$ cat src/rtl/sd_pkg.sv
// Shared constants and types for the SD sector reader: SPI command codes,
// CMD17 framing, data token, result codes and sector geometry.
package sd_pkg;

  typedef enum logic [1:0] {
    SpiInit   = 2'd0,
    SpiXfer   = 2'd1,
    SpiCsLow  = 2'd2,
    SpiCsHigh = 2'd3
  } spi_cmd_e;

  typedef enum logic [2:0] {
    ErrNone       = 3'd0,
    ErrSpiTimeout = 3'd1,
    ErrR1Timeout  = 3'd2,
    ErrR1Bad      = 3'd3,
    ErrTokTimeout = 3'd4,
    ErrTokBad     = 3'd5
  } sd_err_e;

  localparam logic [7:0]  Cmd17       = 8'h51;
  localparam logic [7:0]  TokenStart  = 8'hFE;
  localparam logic [7:0]  IdleByte    = 8'hFF;
  localparam int unsigned SectorBytes = 512;

  // Byte idx of the six-byte CMD17 frame; the trailing CRC byte is a dummy 0xFF.
  function automatic logic [7:0] cmd_byte(input logic [31:0] lba, input logic [2:0] idx);
    case (idx)
      3'd0:    return Cmd17;
      3'd1:    return lba[31:24];
      3'd2:    return lba[23:16];
      3'd3:    return lba[15:8];
      3'd4:    return lba[7:0];
      default: return IdleByte;
    endcase
  endfunction

endpackage

$ cat src/rtl/sd_spi_op.sv
// Single SPI operation: forwards the registered request strobe to the sdcard
// controller and waits for it to finish, reporting the received byte.
module sd_spi_op
  import sd_pkg::*;
(
  input  logic       clock,
  input  logic       reset_n,
  input  logic       go,
  input  spi_cmd_e   cmd,
  input  logic [7:0] tx,
  output logic       spi_sent,
  output logic [1:0] spi_cmd,
  output logic [7:0] spi_out,
  input  logic [7:0] spi_din,
  input  logic [1:0] spi_st,
  output logic       op_done,
  output logic       op_timeout,
  output logic [7:0] op_rx
);

  typedef enum logic [1:0] {OpIdle, OpSkip, OpWait} op_state_e;

  op_state_e state;

  // Request fields come straight from the caller's flops, so the strobe is registered.
  assign spi_sent = go;
  assign spi_cmd  = cmd;
  assign spi_out  = tx;

  always_ff @(posedge clock or negedge reset_n) begin
    if (!reset_n) begin
      state      <= OpIdle;
      op_done    <= 1'b0;
      op_timeout <= 1'b0;
      op_rx      <= 8'h00;
    end else begin
      op_done <= 1'b0;
      unique case (state)
        OpIdle: if (go) state <= OpSkip;
        // The controller's busy flag is not yet valid in the cycle after the strobe.
        OpSkip: state <= OpWait;
        OpWait: begin
          if (!spi_st[1]) begin
            op_done    <= 1'b1;
            op_timeout <= spi_st[0];
            op_rx      <= spi_din;
            state      <= OpIdle;
          end
        end
        default: state <= OpIdle;
      endcase
    end
  end

endmodule

$ cat src/rtl/sd_sector_reader.sv
// Reads one 512-byte sector via CMD17 over the sdcard SPI controller and writes
// it into RAM through a request/grant write port, without CPU involvement.
module sd_sector_reader
  import sd_pkg::*;
#(
  parameter int unsigned R1_TRIES    = 8,
  parameter int unsigned TOKEN_TRIES = 4096
) (
  input  logic        clock,
  input  logic        reset_n,
  input  logic        start,
  input  logic [31:0] lba,
  input  logic [15:0] base,
  output logic        busy,
  output logic        done,
  output logic [2:0]  err,
  output logic        spi_sent,
  output logic [1:0]  spi_cmd,
  output logic [7:0]  spi_out,
  input  logic [7:0]  spi_din,
  input  logic [1:0]  spi_st,
  output logic        mem_req,
  output logic [15:0] mem_a,
  output logic [7:0]  mem_d,
  input  logic        mem_gnt
);

  localparam int unsigned MaxTries = (R1_TRIES > TOKEN_TRIES) ? R1_TRIES : TOKEN_TRIES;
  localparam int unsigned TryW     = $clog2(MaxTries + 1);
  localparam logic [TryW-1:0] R1Max  = TryW'(R1_TRIES);
  localparam logic [TryW-1:0] TokMax = TryW'(TOKEN_TRIES);
  localparam logic [TryW-1:0] TryOne = TryW'(1);

  typedef enum logic [3:0] {
    StIdle, StSel, StCmd, StR1, StTok, StData, StWr, StCrc, StDesel, StTrail, StFin
  } state_e;

  state_e          state;
  logic [31:0]     lba_r;
  logic [15:0]     base_r;
  logic [9:0]      idx;
  logic [2:0]      cnt;
  logic [TryW-1:0] tries;
  logic            op_go;
  spi_cmd_e        op_cmd;
  logic [7:0]      op_tx;
  logic            op_done;
  logic            op_timeout;
  logic [7:0]      op_rx;

  sd_spi_op u_op (
    .clock      (clock),
    .reset_n    (reset_n),
    .go         (op_go),
    .cmd        (op_cmd),
    .tx         (op_tx),
    .spi_sent   (spi_sent),
    .spi_cmd    (spi_cmd),
    .spi_out    (spi_out),
    .spi_din    (spi_din),
    .spi_st     (spi_st),
    .op_done    (op_done),
    .op_timeout (op_timeout),
    .op_rx      (op_rx)
  );

  always_ff @(posedge clock or negedge reset_n) begin
    if (!reset_n) begin
      state   <= StIdle;
      busy    <= 1'b0;
      done    <= 1'b0;
      err     <= 3'd0;
      lba_r   <= 32'd0;
      base_r  <= 16'd0;
      idx     <= 10'd0;
      cnt     <= 3'd0;
      tries   <= '0;
      op_go   <= 1'b0;
      op_cmd  <= SpiInit;
      op_tx   <= 8'h00;
      mem_req <= 1'b0;
      mem_a   <= 16'd0;
      mem_d   <= 8'h00;
    end else begin
      op_go <= 1'b0;
      done  <= 1'b0;
      // Timeouts during deselect are ignored so the first error code survives.
      if (op_done && op_timeout && state != StDesel && state != StTrail) begin
        err    <= ErrSpiTimeout;
        state  <= StDesel;
        op_go  <= 1'b1;
        op_cmd <= SpiCsHigh;
        op_tx  <= IdleByte;
      end else begin
        unique case (state)
          StIdle: begin
            if (start) begin
              lba_r  <= lba;
              base_r <= base;
              busy   <= 1'b1;
              err    <= ErrNone;
              idx    <= 10'd0;
              op_go  <= 1'b1;
              op_cmd <= SpiCsLow;
              op_tx  <= IdleByte;
              state  <= StSel;
            end
          end
          StSel: begin
            if (op_done) begin
              cnt    <= 3'd0;
              op_go  <= 1'b1;
              op_cmd <= SpiXfer;
              op_tx  <= cmd_byte(lba_r, 3'd0);
              state  <= StCmd;
            end
          end
          StCmd: begin
            if (op_done) begin
              op_go  <= 1'b1;
              op_cmd <= SpiXfer;
              if (cnt == 3'd5) begin
                tries <= TryOne;
                op_tx <= IdleByte;
                state <= StR1;
              end else begin
                cnt   <= cnt + 3'd1;
                op_tx <= cmd_byte(lba_r, cnt + 3'd1);
              end
            end
          end
          StR1: begin
            if (op_done) begin
              op_go  <= 1'b1;
              op_tx  <= IdleByte;
              op_cmd <= SpiXfer;
              if (op_rx == 8'h00) begin
                tries <= TryOne;
                state <= StTok;
              end else if (op_rx != IdleByte || tries == R1Max) begin
                err    <= (op_rx != IdleByte) ? ErrR1Bad : ErrR1Timeout;
                op_cmd <= SpiCsHigh;
                state  <= StDesel;
              end else begin
                tries <= tries + TryOne;
              end
            end
          end
          StTok: begin
            if (op_done) begin
              op_go  <= 1'b1;
              op_tx  <= IdleByte;
              op_cmd <= SpiXfer;
              if (op_rx == TokenStart) begin
                state <= StData;
              end else if (op_rx[7:4] == 4'h0 || tries == TokMax) begin
                err    <= (op_rx[7:4] == 4'h0) ? ErrTokBad : ErrTokTimeout;
                op_cmd <= SpiCsHigh;
                state  <= StDesel;
              end else begin
                tries <= tries + TryOne;
              end
            end
          end
          StData: begin
            if (op_done) begin
              mem_req <= 1'b1;
              mem_a   <= base_r + {7'd0, idx[8:0]};
              mem_d   <= op_rx;
              state   <= StWr;
            end
          end
          StWr: begin
            if (mem_gnt) begin
              mem_req <= 1'b0;
              idx     <= idx + 10'd1;
              op_go   <= 1'b1;
              op_cmd  <= SpiXfer;
              op_tx   <= IdleByte;
              cnt     <= 3'd0;
              state   <= (idx == 10'(SectorBytes - 1)) ? StCrc : StData;
            end
          end
          StCrc: begin
            if (op_done) begin
              op_go  <= 1'b1;
              op_tx  <= IdleByte;
              op_cmd <= (cnt == 3'd1) ? SpiCsHigh : SpiXfer;
              cnt    <= 3'd1;
              if (cnt == 3'd1) state <= StDesel;
            end
          end
          StDesel: begin
            if (op_done) begin
              op_go  <= 1'b1;
              op_cmd <= SpiXfer;
              op_tx  <= IdleByte;
              state  <= StTrail;
            end
          end
          StTrail: begin
            if (op_done) begin
              done  <= 1'b1;
              busy  <= 1'b0;
              state <= StFin;
            end
          end
          StFin:   state <= StIdle;
          default: state <= StIdle;
        endcase
      end
    end
  end

endmodule

$ cat config.mk
export PLATFORM = sky130hd
export DESIGN_NAME = sd_sector_reader
export DESIGN_NICKNAME = d
export VERILOG_FILES = /design/src/rtl/sd_pkg.sv /design/src/rtl/sd_spi_op.sv /design/src/rtl/sd_sector_reader.sv
export SDC_FILE = /design/constraint.sdc
export NUM_CORES = 1
export LEC_CHECK = 0
export ABC_AREA = 1
export ABC_CLOCK_PERIOD_IN_PS = 4730
export BUFFER_PORTS_ARGS = -buffer_cell sky130_fd_sc_hd__buf_4
export CORE_MARGIN = 5
export CORE_UTILIZATION = 50
export CTS_BUF_LIST = sky130_fd_sc_hd__clkbuf_8
export DETAILED_ROUTE_END_ITERATION = 16
export GPL_TIMING_DRIVEN = 0
export PLACE_DENSITY = 0.68
export SLEW_MARGIN = 0
export SYNTH_ARGS = -nofsm -noshare
export SYNTH_HDL_FRONTEND = slang
export SYNTH_SLANG_ARGS = --single-unit
$ cat constraint.sdc
create_clock -name clock -period 4.73 [get_ports clock]
set_input_delay 0.946 -clock clock [delete_from_list [all_inputs] [get_ports clock]]
set_output_delay 0.946 -clock clock [all_outputs]
set_load 0.05 [all_outputs]
==> metrics.cfg, run 1 <==
[status]
status=finished clean

[critical_path]
cp_cell_sequence=ha_1, inv_1, fa_1, nand3b_1, nand2_1, inv_1, o21ai_0, nand2_1, nand2_1, nand2_1, nand3_1, nand2_1
cp_common_cell=nand2_1
cp-end-kind=flip-flop
cp.arrival_ns=2.80
rr_startpoint=idx[0]
required_ns=5.07
cpPeakStageDelay_ns=0.45
start_kind=flip-flop
crit_start=idx[0]
critical_path_class=reg2reg
cp_slowest_cell=dfrtp_1
cp_max_fo=7
worstRegToRegCells=12
rrSetupSlack_ns=2.27
cp-endpoint=mem_a[10]
r2r_end=mem_a[10]

[clock_network]
cts.path.max_buffers=2
cts_hold_buf=0
insertion_delay_ns=0.45
post_cts_buffers=0
clkTransAtPathRegs_ns=0.08
cts_made_buffers=17
cts_tree=done
cts-root-buf=clkbuf_8
cts.sinks=131
cts_max_level=4
cts_resized=0

[sta]
tightest_slew_ns=0.520
skew_ns=0.00910
fin_setup_tns_ns=0
finalHoldViolations=0
max_freq_mhz=407
post-route-period-util_pct=52.0
rsz0062_at_grt=false
fin_crit_ns=2.46
finalSetupViolCount=0
slew_headroom_pct=65.4
drv_slew=0

[route]
drc_errors=0
vias_per_cell=5.13
drt_wl_total_um=18000
routedWlPerCell_um=14.2
ant_nets=0
route.vias.total=6497
drt-initial-drc-count=486
dr.pass1.iters=5

[layout]
fill_cells=1331
layout-drive-gt1-share_pct=16.7
area_growth_pct=19.6
layout_common_cells=nand2_1 (336), dfrtp_1 (131), buf_4 (106)
antenna-diode-count=0
num-nets-final=1154
final_common_cell=nand2_1

[synthesis]
yosys_warnings=0
synth-seq-cells=131
synth.avg_cell_area_sq_um=7.52
async_flop_share_pct=100
syn_nets=1032
synth_edf_count=0
syn_inst=951
synth_flop_cell=dfrtp_1
syn_area_sq_mm=0.00715
synth_cell_types=39
seq_area_frac_synth_pct=45.8

[floorplan]
die_x_um=130
core_area_sq_mm=0.0139
design.die.area_sq_mm=0.0168
die_h_um=130
io_pins=103
fp-row-count=43
floorplan.initialDensity_pct=51.3

[power]
clkPwrFrac_pct=21.6
netSwitchingFraction_pct=42.4
ir_drop_mv=0.290
powerDensity_mw_per_mm2=495
power.switching_mw=1.80
p_int_mw=2.44
fin_total_pwr_mw=4.24
p_seq_share_pct=39.4
pwr-share-comb_pct=39.0
power_leakage_nw=4.45

[min_path]
min_path_type=in2async

[placed_design]
place_congestion=0.904
io_buffers=102
dp_hpwl_um=13600

[grt]
grt_max_degree=78
grt_first_pass_wirelength_um=30400
grt_usage_pct=22.8
grt_pass1_vias=6125
antenna_found_initial=0
grt.overflow.total=0

[flow_run]
drv_cap=0

-- synth_stat cells, drive strengths merged, types with 9 or more instances --
| cell type | count | area [sq um] |
|---|---|---|
| nor3 | 10 | 50.1 |
| nand3 | 75 | 400 |
| dfrtp | 131 | 3280 |
| buf | 11 | 80.1 |
| o21ai | 74 | 370 |
| nor2 | 77 | 339 |
| nand4 | 27 | 169 |
| inv | 105 | 397 |
| ha | 18 | 225 |
| clkbuf | 9 | 35.0 |
| a21oi | 26 | 130 |
| nand2 | 346 | 1340 |
-- critical path, delay by kind of cell (launching register included) --
kind	cells	cell delay (ns)
AOI/OAI and AO/OA	1	0.39
adders and majority gates	2	0.60
buffers and inverters	2	0.14
DFF	1	0.45
and+or+nand+nor	7	0.75
-- state kept, by name, summed over array words and instances (netlist names), 4 cells and up --
signal	flops
idx	10
tries	13
mem_a	16
u_op.op_rx	8
mem_d	8
base_r	16
lba_r	32
state	4
op_tx	8
-- cells by family after synthesis --
logic type                 after synthesis  synth area share, %
AOI/OAI and AO/OA                      115                 8.49
and+or+nand+nor                        550                 33.7
adders and majority gates               19                 3.43
buffers and inverters                  125                 7.16
xor gates and xnor gates                11                 1.35
DFF                                    131                 45.8
-- area by class of cell --
cell class	instances	area, sq um	share of cell area [%]
tap	180	225	2.63
sequential	131	3280	38.3
timing repair buffer	103	797	9.32
buffer	20	115	1.35
inverter	105	397	4.64
clock inverter	12	106	1.24
multi-input combinational	695	3360	39.3
clock buffer	20	275	3.22
-- power groups by stage --
stage	Combinational [mW]	Sequential, mW	Clock, mW
6_report	1.65	1.67	0.914
3_3_place_gp	1.63	1.68	0
4_1_cts	1.66	1.67	0.929
2_1_floorplan	1.04	1.79	0
3_5_place_dp	1.65	1.69	0
5_1_grt	1.88	1.71	0.979
-- how the worst min path moves through the flow --
stage / start / end / slack, ns
final: reset_n / base_r[10] / 0.44
after global placement: u_op.state[1] / u_op.state[0] / 0.45
after floorplan: u_op.state[1] / u_op.state[0] / 0.44
after detailed placement: err[2] / err[2] / 0.46
after CTS: reset_n / base_r[10] / 0.45
after global routing: reset_n / mem_a[14] / 0.47
-- metrics by stage --
stage | hold slack, ns | utilization [%] | cell area, sq um | worst slack [ns] | std cells
after global placement | 0.453 | 58.4 | 8140 | 2.23 | 1233
after CTS | 0.446 | 61.4 | 8550 | 2.32 | 1266
final | 0.441 | 61.4 | 8550 | 2.27 | 1266
after floorplan | 0.438 | - | 7150 | 2.71 | 951
after global routing | 0.465 | 61.4 | 8550 | 2.02 | 1266
after detailed placement | 0.460 | 58.7 | 8170 | 2.32 | 1234
-- metal layers --
metal	GRT usage (%)	vias to the layer above	part of all wire (%)
li1	-	3308	-
met1	33.0	2999	48
met2	35.5	169	45
met3	3.79	21	5.3
met4	6.66	0	1.3
met5	0	-	0
Power figures use the tool's default switching activity.
==> inputs of run 2 (changes only) <==
Settings changed: ABC_CLOCK_PERIOD_IN_PS 4730 to 2410.
Clock period 4.73 ns to 2.41 ns, I/O delays scaled along.
==> metrics.cfg, run 2 (synthesis results as in run 1) <==
[critical_path]
cp_max_fo=7  ; unchanged
start_kind=flip-flop
cp-end-kind=flip-flop
crit_family=simple AND/OR/NAND/NOR gates
rrSetupSlack_ns=0.24  ; -2.03 ns
cp_slowest_cell=dfrtp_2
cp_cell_sequence=ha_1, inv_1, fa_1, nand3b_1, nand2_1, inv_1, o21ai_2, nand2_1, nand2_1, nand2_1, nand3_1, nand2_1
cpPeakStageDelay_ns=0.42  ; -0.03 ns
critPathBufInv=2  ; unchanged
cp.arrival_ns=2.51  ; -0.29 ns
r2r_end=mem_a[10]
worstRegToRegCells=12  ; unchanged
rr_startpoint=idx[0]
required_ns=2.75  ; -2.32 ns
cp_common_cell=nand2_1
critical_path_class=reg2reg

[route]
drt_wl_total_um=18000  ; +0.19%
drc_errors=0  ; unchanged
drt-initial-drc-count=486  ; unchanged
routedWlPerCell_um=14.2  ; +0.12%
vias_per_cell=5.13  ; about the same
dr.pass1.iters=8  ; +3
ant_nets=0  ; unchanged
route.vias.total=6502  ; +0.077%

[sta]
rsz0062_at_grt=false
slew_headroom_pct=65.1  ; -0.31 points
finalHoldViolations=0  ; unchanged
drv_slew=0  ; unchanged
fin_setup_tns_ns=0  ; unchanged
tightest_slew_ns=0.524  ; +0.00458 ns
finalSetupViolCount=0  ; unchanged
max_freq_mhz=461  ; +13%
fin_crit_ns=2.17  ; -0.287 ns
post-route-period-util_pct=90.1  ; +38 points
skew_ns=0.0119  ; +0.00282 ns

[grt]
grt.overflow.total=0  ; unchanged
antenna_found_initial=0  ; unchanged
grt_max_degree=78  ; unchanged
grt_pass1_vias=6134  ; +0.15%
grt_usage_pct=22.8  ; +0.026 points
grt_first_pass_wirelength_um=30400  ; +0.13%

[clock_network]
cts.sinks=131  ; unchanged
cts-root-buf=clkbuf_8
cts_max_level=4  ; unchanged
cts.path.max_buffers=2  ; unchanged
clkTransAtPathRegs_ns=0.08  ; about the same
cts_tree=done
insertion_delay_ns=0.45  ; about the same
post_cts_buffers=0  ; unchanged
cts_made_buffers=17  ; unchanged

[layout]
fin_area_sq_mm=0.00857  ; +0.18%
num-nets-final=1155  ; +0.087%
antenna-diode-count=0  ; unchanged
largest_register_ff_count=32  ; unchanged
layout_common_cells=nand2_1 (336), dfrtp_1 (130), buf_4 (106)
final_common_cell=nand2_1
top_register=lba_r
area_growth_pct=19.8
layout-drive-gt1-share_pct=16.8  ; +0.17 points
fill_cells=1334  ; +0.23%
utilization_pct=61.5  ; +0.11 points
top_regs=lba_r x32, base_r x16, mem_a x16

[flow_run]
drv_cap=0  ; unchanged

[min_path]
hold-path-endpoint=lba_r[10]
min_path_type=in2reg
min_delay_path_depth=3
timing.hold.worst.start=lba[10]

[floorplan]
design.die.area_sq_mm=0.0168  ; unchanged
die_h_um=130  ; unchanged
io_pins=103  ; unchanged
core_area_sq_mm=0.0139  ; unchanged
floorplan.initialDensity_pct=51.3  ; unchanged
fp-row-count=43  ; unchanged
die_x_um=130  ; unchanged

[status]
status=finished clean

[placed_design]
place_congestion=0.904  ; unchanged
post_dp_cell_area_sq_mm=0.00817  ; unchanged
io_buffers=102  ; unchanged
dp_hpwl_um=13600  ; unchanged

[power]
ir_drop_mv=0.566  ; +95%
power_leakage_nw=4.46  ; about the same
powerDensity_mw_per_mm2=970  ; +96%

-- run 2: cell types whose count changed in the layout (fill, tap and decap cells not counted) --
cell | previous run | this run
dfrtp_1 | 131 | 130
dfrtp_2 | 0 | 1
o21ai_2 | 0 | 1
o21ai_0 | 74 | 73
dlygate4sd3_1 | 0 | 1
-- run 2: repair_timing --
action | 4_1_cts | 5_1_grt
gates resized for setup | 1 | 2
hold buffers | 1 | 0
endpoints found under the hold margin | 17 | 0
endpoints found under the setup margin | 1 | 2
-- run 2: how the worst max path moves through the flow --
stage,from,endpoint,slack (ns),depth (start not counted)
6_report,idx[0],mem_a[10],0.24,12
5_1_grt,idx[0],mem_a[10],0.06,12
4_1_cts,idx[0],mem_a[10],0.13,12
3_5_place_dp,idx[0],mem_a[10],0.003,12
3_3_place_gp,idx[0],mem_a[10],-0.02,12
2_1_floorplan,idx[0],mem_a[14],0.39,12
-- run 2: area by class of cell --
type | count | area (sq um) | area share [%]
clock buffers | 20 | 275 | 3.21
clock inverters | 12 | 106 | 1.24
repair buffers | 104 | 807 | 9.42
plain buffers | 20 | 115 | 1.34
well taps | 180 | 225 | 2.63
inverters | 105 | 397 | 4.63
multi-input cells | 695 | 3360 | 39.3
flip-flops and latches | 131 | 3280 | 38.3
-- run 2: metal layers --
layer  vias to the layer above  track usage [%]  wire length, um
li1                       3311                -                -
met1                      3005             33.1             8700
met2                       171             35.5             8200
met3                        15             3.79              933
met4                         0             6.66              198
met5                         -                0                0
-- run 2: power breakdown --
group          switching (mW)  internal (mW)
clock network           0.900          0.894
registers               0.456           2.82
logic                    2.17           1.08
-- run 2: worst reg2reg max path, delay by kind of cell, from the launching register on --
family                     cells  cell delay (ns)
and+or+nand+nor                7             0.71
buffers and inverters          2             0.15
DFF                            1             0.42
AOI/OAI and AO/OA              1             0.20
adders and majority gates      2             0.58
-- run 2: through the flow --
| step | power (mW) | instances | worst slack [ns] | hold WS, ns |
|---|---|---|---|---|
| 6_report | 8.31 | 1267 | 0.240 | 0.222 |
| 5_1_grt | 8.97 | 1267 | 0.0627 | 0.212 |
| 4_1_cts | 8.35 | 1267 | 0.131 | 0.204 |
| 3_5_place_dp | 6.55 | 1234 | 0.00326 | 0.460 |
| 3_3_place_gp | 6.49 | 1233 | -0.0208 | 0.453 |
| 2_1_floorplan | 5.55 | 951 | 0.386 | 0.186 |
